`src/rtl/adc_serial_pkg.sv`:
```
// Shared constants, state encoding and result packing for the ADC serial responder.
package adc_serial_pkg;

    localparam int unsigned WORD_W      = 16;
    localparam int unsigned SMP_W       = 11;
    localparam int unsigned CONV_CYCLES = 100;
    localparam int unsigned CONV_CNT_W  = $clog2(CONV_CYCLES);

    // Result word field positions
    localparam int unsigned CH_MSB  = 15;
    localparam int unsigned CH_LSB  = 14;
    localparam int unsigned SMP_MSB = 10;

    // Control word fields
    localparam int unsigned WR_EN_BIT  = 15;
    localparam int unsigned CH_SEL_MSB = 1;
    localparam int unsigned CH_SEL_LSB = 0;

    // Receive bit counter saturates one past a full word so long frames stay distinguishable
    localparam int unsigned BIT_CNT_W   = 5;
    localparam int unsigned BIT_CNT_MAX = WORD_W + 1;
    localparam int unsigned ERR_CNT_W   = 8;

    typedef enum logic [0:0] {
        StIdle,
        StConv
    } conv_state_e;

    // Pack channel and sample into the result word; unused middle bits are zero
    function automatic logic [WORD_W-1:0] build_result(input logic [1:0]       ch,
                                                       input logic [SMP_W-1:0] smp);
        logic [WORD_W-1:0] word;
        word                  = '0;
        word[CH_MSB:CH_LSB]   = ch;
        word[SMP_MSB:0]       = smp;
        return word;
    endfunction

endpackage

```
`src/rtl/sync_edge.sv`:
```
// Two-flop synchronizer for an asynchronous pin with single-cycle rise/fall pulses.
module sync_edge #(
    parameter bit ResetVal = 1'b0
) (
    input  logic CLOCK_50,
    input  logic reset_n,
    input  logic d_i,
    output logic rise_o,
    output logic fall_o
);

    logic meta_q, meta_d;
    logic sync_q, sync_d;
    logic prev_q, prev_d;

    // Next-state for the synchronizer chain and the edge-history flop
    always_comb begin
        meta_d = d_i;
        sync_d = meta_q;
        prev_d = sync_q;
    end

    // Reset to the pin's idle level so release does not fake an edge
    always_ff @(posedge CLOCK_50) begin
        if (!reset_n) begin
            meta_q <= ResetVal;
            sync_q <= ResetVal;
            prev_q <= ResetVal;
        end else begin
            meta_q <= meta_d;
            sync_q <= sync_d;
            prev_q <= prev_d;
        end
    end

    assign rise_o = sync_q & ~prev_q;
    assign fall_o = ~sync_q & prev_q;

endmodule

```
`src/rtl/adc_serial_responder.sv`:
```
// Emulated 4-channel serial ADC: framed control words in, timed conversion, framed result out.
module adc_serial_responder
    import adc_serial_pkg::*;
(
    input  logic                 CLOCK_50,
    input  logic                 reset_n,
    input  logic                 sclk_in,
    input  logic                 tfs_n,
    input  logic                 rfs_n,
    input  logic                 din,
    output logic                 dout,
    output logic                 dout_oe,
    input  logic [SMP_W-1:0]     ch0_smp,
    input  logic [SMP_W-1:0]     ch1_smp,
    input  logic [SMP_W-1:0]     ch2_smp,
    input  logic [SMP_W-1:0]     ch3_smp,
    output logic                 conv_busy,
    output logic [1:0]           last_ch,
    output logic [ERR_CNT_W-1:0] frame_err_cnt
);

    logic sclk_rise, sclk_fall;
    logic tfs_rise, tfs_fall;
    logic rfs_rise, rfs_fall;

    sync_edge #(.ResetVal(1'b0)) u_sync_sclk (
        .CLOCK_50 (CLOCK_50),
        .reset_n  (reset_n),
        .d_i      (sclk_in),
        .rise_o   (sclk_rise),
        .fall_o   (sclk_fall)
    );

    sync_edge #(.ResetVal(1'b1)) u_sync_tfs (
        .CLOCK_50 (CLOCK_50),
        .reset_n  (reset_n),
        .d_i      (tfs_n),
        .rise_o   (tfs_rise),
        .fall_o   (tfs_fall)
    );

    sync_edge #(.ResetVal(1'b1)) u_sync_rfs (
        .CLOCK_50 (CLOCK_50),
        .reset_n  (reset_n),
        .d_i      (rfs_n),
        .rise_o   (rfs_rise),
        .fall_o   (rfs_fall)
    );

    // din needs the same two-flop delay as sclk so data lines up with the SCLK rise pulse
    logic din_meta_q, din_meta_d;
    logic din_s_q, din_s_d;

    // RX engine state
    logic                 rx_active_q, rx_active_d;
    logic [BIT_CNT_W-1:0] bit_cnt_q, bit_cnt_d;
    logic [WORD_W-1:0]    rx_shift_q, rx_shift_d;
    logic                 accept_q, accept_d;
    logic [1:0]           accept_ch_q, accept_ch_d;
    logic [ERR_CNT_W-1:0] err_cnt_q, err_cnt_d;

    // Conversion state
    conv_state_e           state_q, state_d;
    logic [CONV_CNT_W-1:0] conv_cnt_q, conv_cnt_d;
    logic [1:0]            conv_ch_q, conv_ch_d;
    logic [WORD_W-1:0]     result_q, result_d;
    logic [1:0]            last_ch_q, last_ch_d;
    logic [SMP_W-1:0]      smp_sel;

    // TX engine state
    logic              tx_active_q, tx_active_d;
    logic [WORD_W-1:0] tx_shift_q, tx_shift_d;
    logic              dout_q, dout_d;
    logic              dout_oe_q, dout_oe_d;

    // din synchronizer
    always_comb begin
        din_meta_d = din;
        din_s_d    = din_meta_q;
    end

    // RX: frame tracking, bit capture and end-of-frame classification
    always_comb begin
        rx_active_d = rx_active_q;
        bit_cnt_d   = bit_cnt_q;
        rx_shift_d  = rx_shift_q;
        accept_d    = 1'b0;
        accept_ch_d = accept_ch_q;
        err_cnt_d   = err_cnt_q;
        if (tfs_fall) begin
            rx_active_d = 1'b1;
            bit_cnt_d   = '0;
            rx_shift_d  = '0;
        end else if (tfs_rise && rx_active_q) begin
            rx_active_d = 1'b0;
            if (bit_cnt_q == BIT_CNT_W'(WORD_W)) begin
                // Full word with the write-enable clear is a legal no-op
                if (rx_shift_q[WR_EN_BIT]) begin
                    accept_d    = 1'b1;
                    accept_ch_d = rx_shift_q[CH_SEL_MSB:CH_SEL_LSB];
                end
            end else if (err_cnt_q != '1) begin
                err_cnt_d = err_cnt_q + 1'b1;
            end
        end else if (rx_active_q && sclk_rise) begin
            rx_shift_d = {rx_shift_q[WORD_W-2:0], din_s_q};
            if (bit_cnt_q != BIT_CNT_W'(BIT_CNT_MAX)) begin
                bit_cnt_d = bit_cnt_q + 1'b1;
            end
        end
    end

    // Sample source for the channel being converted
    always_comb begin
        case (conv_ch_q)
            2'd0:    smp_sel = ch0_smp;
            2'd1:    smp_sel = ch1_smp;
            2'd2:    smp_sel = ch2_smp;
            default: smp_sel = ch3_smp;
        endcase
    end

    // Conversion FSM: a new accept always restarts, abandoning any conversion in flight
    always_comb begin
        state_d    = state_q;
        conv_cnt_d = conv_cnt_q;
        conv_ch_d  = conv_ch_q;
        result_d   = result_q;
        last_ch_d  = last_ch_q;
        if (accept_q) begin
            state_d    = StConv;
            conv_cnt_d = CONV_CNT_W'(CONV_CYCLES - 1);
            conv_ch_d  = accept_ch_q;
        end else begin
            case (state_q)
                StIdle: ;
                StConv: begin
                    if (conv_cnt_q == '0) begin
                        result_d  = build_result(conv_ch_q, smp_sel);
                        last_ch_d = conv_ch_q;
                        state_d   = StIdle;
                    end else begin
                        conv_cnt_d = conv_cnt_q - 1'b1;
                    end
                end
                default: state_d = StIdle;
            endcase
        end
    end

    // TX: load from result_d so a completion in the same cycle as the RFS fall is seen
    always_comb begin
        tx_active_d = tx_active_q;
        tx_shift_d  = tx_shift_q;
        if (rfs_fall) begin
            tx_active_d = 1'b1;
            tx_shift_d  = result_d;
        end else if (rfs_rise) begin
            tx_active_d = 1'b0;
        end else if (tx_active_q && sclk_fall) begin
            tx_shift_d = {tx_shift_q[WORD_W-2:0], 1'b0};
        end
        dout_oe_d = tx_active_q;
        dout_d    = tx_active_q & tx_shift_q[WORD_W-1];
    end

    // Input, RX and conversion registers
    always_ff @(posedge CLOCK_50) begin
        if (!reset_n) begin
            din_meta_q  <= 1'b0;
            din_s_q     <= 1'b0;
            rx_active_q <= 1'b0;
            bit_cnt_q   <= '0;
            rx_shift_q  <= '0;
            accept_q    <= 1'b0;
            accept_ch_q <= '0;
            err_cnt_q   <= '0;
            state_q     <= StIdle;
            conv_cnt_q  <= '0;
            conv_ch_q   <= '0;
            result_q    <= '0;
            last_ch_q   <= '0;
        end else begin
            din_meta_q  <= din_meta_d;
            din_s_q     <= din_s_d;
            rx_active_q <= rx_active_d;
            bit_cnt_q   <= bit_cnt_d;
            rx_shift_q  <= rx_shift_d;
            accept_q    <= accept_d;
            accept_ch_q <= accept_ch_d;
            err_cnt_q   <= err_cnt_d;
            state_q     <= state_d;
            conv_cnt_q  <= conv_cnt_d;
            conv_ch_q   <= conv_ch_d;
            result_q    <= result_d;
            last_ch_q   <= last_ch_d;
        end
    end

    // TX registers; dout is registered once more after the shifter
    always_ff @(posedge CLOCK_50) begin
        if (!reset_n) begin
            tx_active_q <= 1'b0;
            tx_shift_q  <= '0;
            dout_q      <= 1'b0;
            dout_oe_q   <= 1'b0;
        end else begin
            tx_active_q <= tx_active_d;
            tx_shift_q  <= tx_shift_d;
            dout_q      <= dout_d;
            dout_oe_q   <= dout_oe_d;
        end
    end

    assign dout          = dout_q;
    assign dout_oe       = dout_oe_q;
    assign conv_busy     = (state_q == StConv);
    assign last_ch       = last_ch_q;
    assign frame_err_cnt = err_cnt_q;

endmodule

```
`config.mk`:
```
export PLATFORM = sky130hd
export DESIGN_NAME = adc_serial_responder
export DESIGN_NICKNAME = d
export VERILOG_FILES = /design/src/rtl/adc_serial_pkg.sv /design/src/rtl/sync_edge.sv /design/src/rtl/adc_serial_responder.sv
export SDC_FILE = /design/constraint.sdc
export NUM_CORES = 1
export LEC_CHECK = 0
export CAP_MARGIN = 20
export CORE_AREA = 2 2 102 104
export CTS_BUF_LIST = sky130_fd_sc_hd__clkbuf_8
export DETAILED_ROUTE_END_ITERATION = 8
export DIE_AREA = 0 0 104 106
export PLACE_DENSITY = 0.64
export SKIP_CTS_REPAIR_TIMING = 1
export SYNTH_ARGS = -nofsm -noshare
export SYNTH_HDL_FRONTEND = slang
export SYNTH_SLANG_ARGS = --single-unit
```
`constraint.sdc`:
```
create_clock -name CLOCK_50 -period 2.1 [get_ports CLOCK_50]
set_input_delay 0.315 -clock CLOCK_50 [delete_from_list [all_inputs] [get_ports CLOCK_50]]
set_output_delay 0.315 -clock CLOCK_50 [all_outputs]
set_load 0.01 [all_outputs]
```
==> results.cfg <==
[status]
status = complete, no violations

[power]
p_seq_frac = 0.576
comb_power_share = 0.062
power.switching_uw = 677.5
p_leak_uw = 0.001925
clockPowerShare = 0.362
swShare = 0.2237
p_per_area_nw_per_um2 = 624.1
ir_drop_v = 0.0004592
p_int_uw = 2351

[routing]
antenna_left = 0
route.vias.total = 2949
drtPass1Iterations = 4
drc = 0
drt_wl_total_um = 7567
vias_per_cell = 5.007
wl_per_cell_um = 12.85
drt_iter0_drc = 141

[global_routing]
grt_pass1_wl_um = 12890
antenna_found_initial = 0
grt_max_degree = 33
first_global_vias = 2817
grt_usage = 0.1422
overflow = 0

[clocking]
root_buffer = clkbuf_8
cts.sinks = 91
htreeDepth = 3
cts_tree = yes
path_clk_slew_ps = 80
insertion_delay_ps = 360
cts_buffer_depth = 2
cts_made_buffers = 9

[worst_setup_path]
cp.buffers_inverters = 0
cp_max_fo = 6
startpoint_type = flip-flop
cp_top_family = simple AND/OR/NAND/NOR gates
worstPathArrival_ps = 2250
end_kind = flip-flop
reg2reg_slack_ps = 130
cpPeakStageDelay_ps = 490
r2r-start = frame_err_cnt[1]
r2r_end = frame_err_cnt[7]
cp_cell_sequence = ha_1, and3_1, a2111o_1, or3_2, a21oi_1
critPathRequiredTime_ps = 2380
r2r_cells = 5
critPathSlowestCell = a2111o_1
worst-setup-path-type = reg2reg

[placement]
dpl-instance-area_um2 = 4653
globalplace.congestion = 0.7710
hpwl_um = 5319
portBuffers = 62

[floorplan]
initial_core_util = 0.3858
core-area_um2 = 10000
die_w_um = 104
ios = 63
dieArea_um2 = 11020
fp-row-count = 37
dieHeight_um = 106

[synth]
synth_area_leaders = dfxtp_1 47%, mux2i_1 8.8%, mux4_2 6.4%
synth_top_cell_by_area = dfxtp_1
async_flop_share = 0
yosys_warnings = 0
synth_edf_count = 0
seq_area_frac_synth = 0.4723
syn_inst = 382
synth_cell_types = 44
syn-num-nets = 440
ys.flop_type = dfxtp_1
ys_seq_elements = 91
syn-cell-area_um2 = 3857
yosysTopAreaCellShare = 0.4723
syn_avg_cell_area_um2 = 10.10

[run]
cap_violations = 0

[timing]
maxSlewHeadroom = 0.6696
final-max-slew-violation-count = 0
finalCriticalPeriod_ps = 1974
worst_slew_pin_slew_ps = 495.0
hold_violations = 0
finalSetupViolCount = 0
finalSetupTns_ps = 0
fmax_mhz = 506.5
final.setup_skew_ps = 14.00
rsz0062_at_grt = no
period_share = 0.9401

[min_path]
hold_depth = 1
hold_path_class = reg2reg
worstHoldStart = u_sync_rfs.meta_q
min_to = u_sync_rfs.prev_d

[final_layout]
nets = 506
n_antenna_cell = 0
nFillCells = 967
design_area_um2 = 4853
fin_util = 0.4854
syn_to_final_growth_pct = 25.82
drive_above_1_share = 0.1082
[metal layers]
| layer | wire, µm | up-vias | part of all wire | track usage |
|---|---|---|---|---|
| li1 | - | 1510 | - | - |
| met5 | 0 | - | 0 | 0 |
| met4 | 78 | 0 | 0.010 | 0.05212 |
| met1 | 3594 | 1384 | 0.47 | 0.1758 |
| met3 | 292 | 8 | 0.039 | 0.03617 |
| met2 | 3603 | 47 | 0.48 | 0.2401 |
[cell usage in the layout, fill, tap and decap left out, types with 11 or more instances in the layout]
| cell type | count |
|---|---|
| inv_1 | 13 |
| clkbuf_8 | 11 |
| a21oi_1 | 24 |
| clkdlybuf4s50_1 | 62 |
| mux2i_1 | 34 |
| dfxtp_1 | 91 |
| buf_4 | 14 |
| mux4_2 | 11 |
| nor2_1 | 40 |
| nand3_1 | 32 |
| nand2_1 | 13 |
[cells by family after synthesis]
logic type,Yosys count,share of synthesized area
AOI/OAI and AO/OA,62,0.1051
DFF,91,0.4723
adders and majority gates,8,0.02595
muxes,46,0.1554
xor gates and xnor gates,8,0.01816
and+or+nand+nor,132,0.1846
buffers and inverters,35,0.03860
[registers in the layout (all words and copies together), names as in the netlist, 2 cells and up]
signal	flops
conv_ch_q	2
accept_ch_q	2
rx_shift_q	16
frame_err_cnt	8
result_q	16
conv_cnt_q	7
bit_cnt_q	5
tx_shift_q	16
last_ch	2
[synthesized netlist by cell type, drive strengths merged (10+ instances only)]
master and n:
mux4 11, nand2 13, mux2i 34, nand3 32
nor2 40, o21ai 11, o221ai 10, inv 13
dfxtp 91, a21oi 24, clkbuf 14
[power by group through the flow]
stage / Combinational, µW / Clock, µW / Sequential (µW)
floorplan: 76.1 / 0 / 1780
global route: 205 / 1200 / 1750
global placement: 186 / 0 / 1780
CTS: 190 / 1140 / 1740
detailed placement: 189 / 0 / 1790
finish: 189 / 1100 / 1740
[worst max path at each step]
| stage | from | endpoint | slack (ps) | depth (start not counted) |
|---|---|---|---|---|
| 2_1_floorplan | frame_err_cnt[0] | frame_err_cnt[4] | 210 | 6 |
| 3_3_place_gp | bit_cnt_q[0] | frame_err_cnt[5] | 110 | 6 |
| 3_5_place_dp | bit_cnt_q[0] | frame_err_cnt[7] | 80 | 6 |
| 4_1_cts | bit_cnt_q[0] | frame_err_cnt[5] | 60 | 6 |
| 5_1_grt | frame_err_cnt[1] | frame_err_cnt[6] | 30 | 5 |
| 6_report | frame_err_cnt[1] | frame_err_cnt[7] | 130 | 5 |
[area by class of cell]
class / count / area, µm² / area share
clock inverter: 5 / 37.54 / 0.007734
multi-input combinational: 257 / 1898 / 0.3911
sequential: 91 / 1822 / 0.3754
inverter: 13 / 48.80 / 0.01005
tap: 136 / 170.2 / 0.03506
clock buffer: 11 / 151.4 / 0.03119
timing repair buffer: 76 / 725.7 / 0.1495
[per-stage QoR]
step,cells,hold WS [ps],total power (µW),setup WS [ps]
after floorplan,382,386.3,1860,205.2
after global placement,572,390.4,1970,110.4
after detailed placement,572,391.7,1974,78.57
after CTS,588,411.1,3077,59.52
after global routing,589,433.3,3151,32.08
final,589,409.4,3029,125.9
Power figures use the tool's default switching activity.
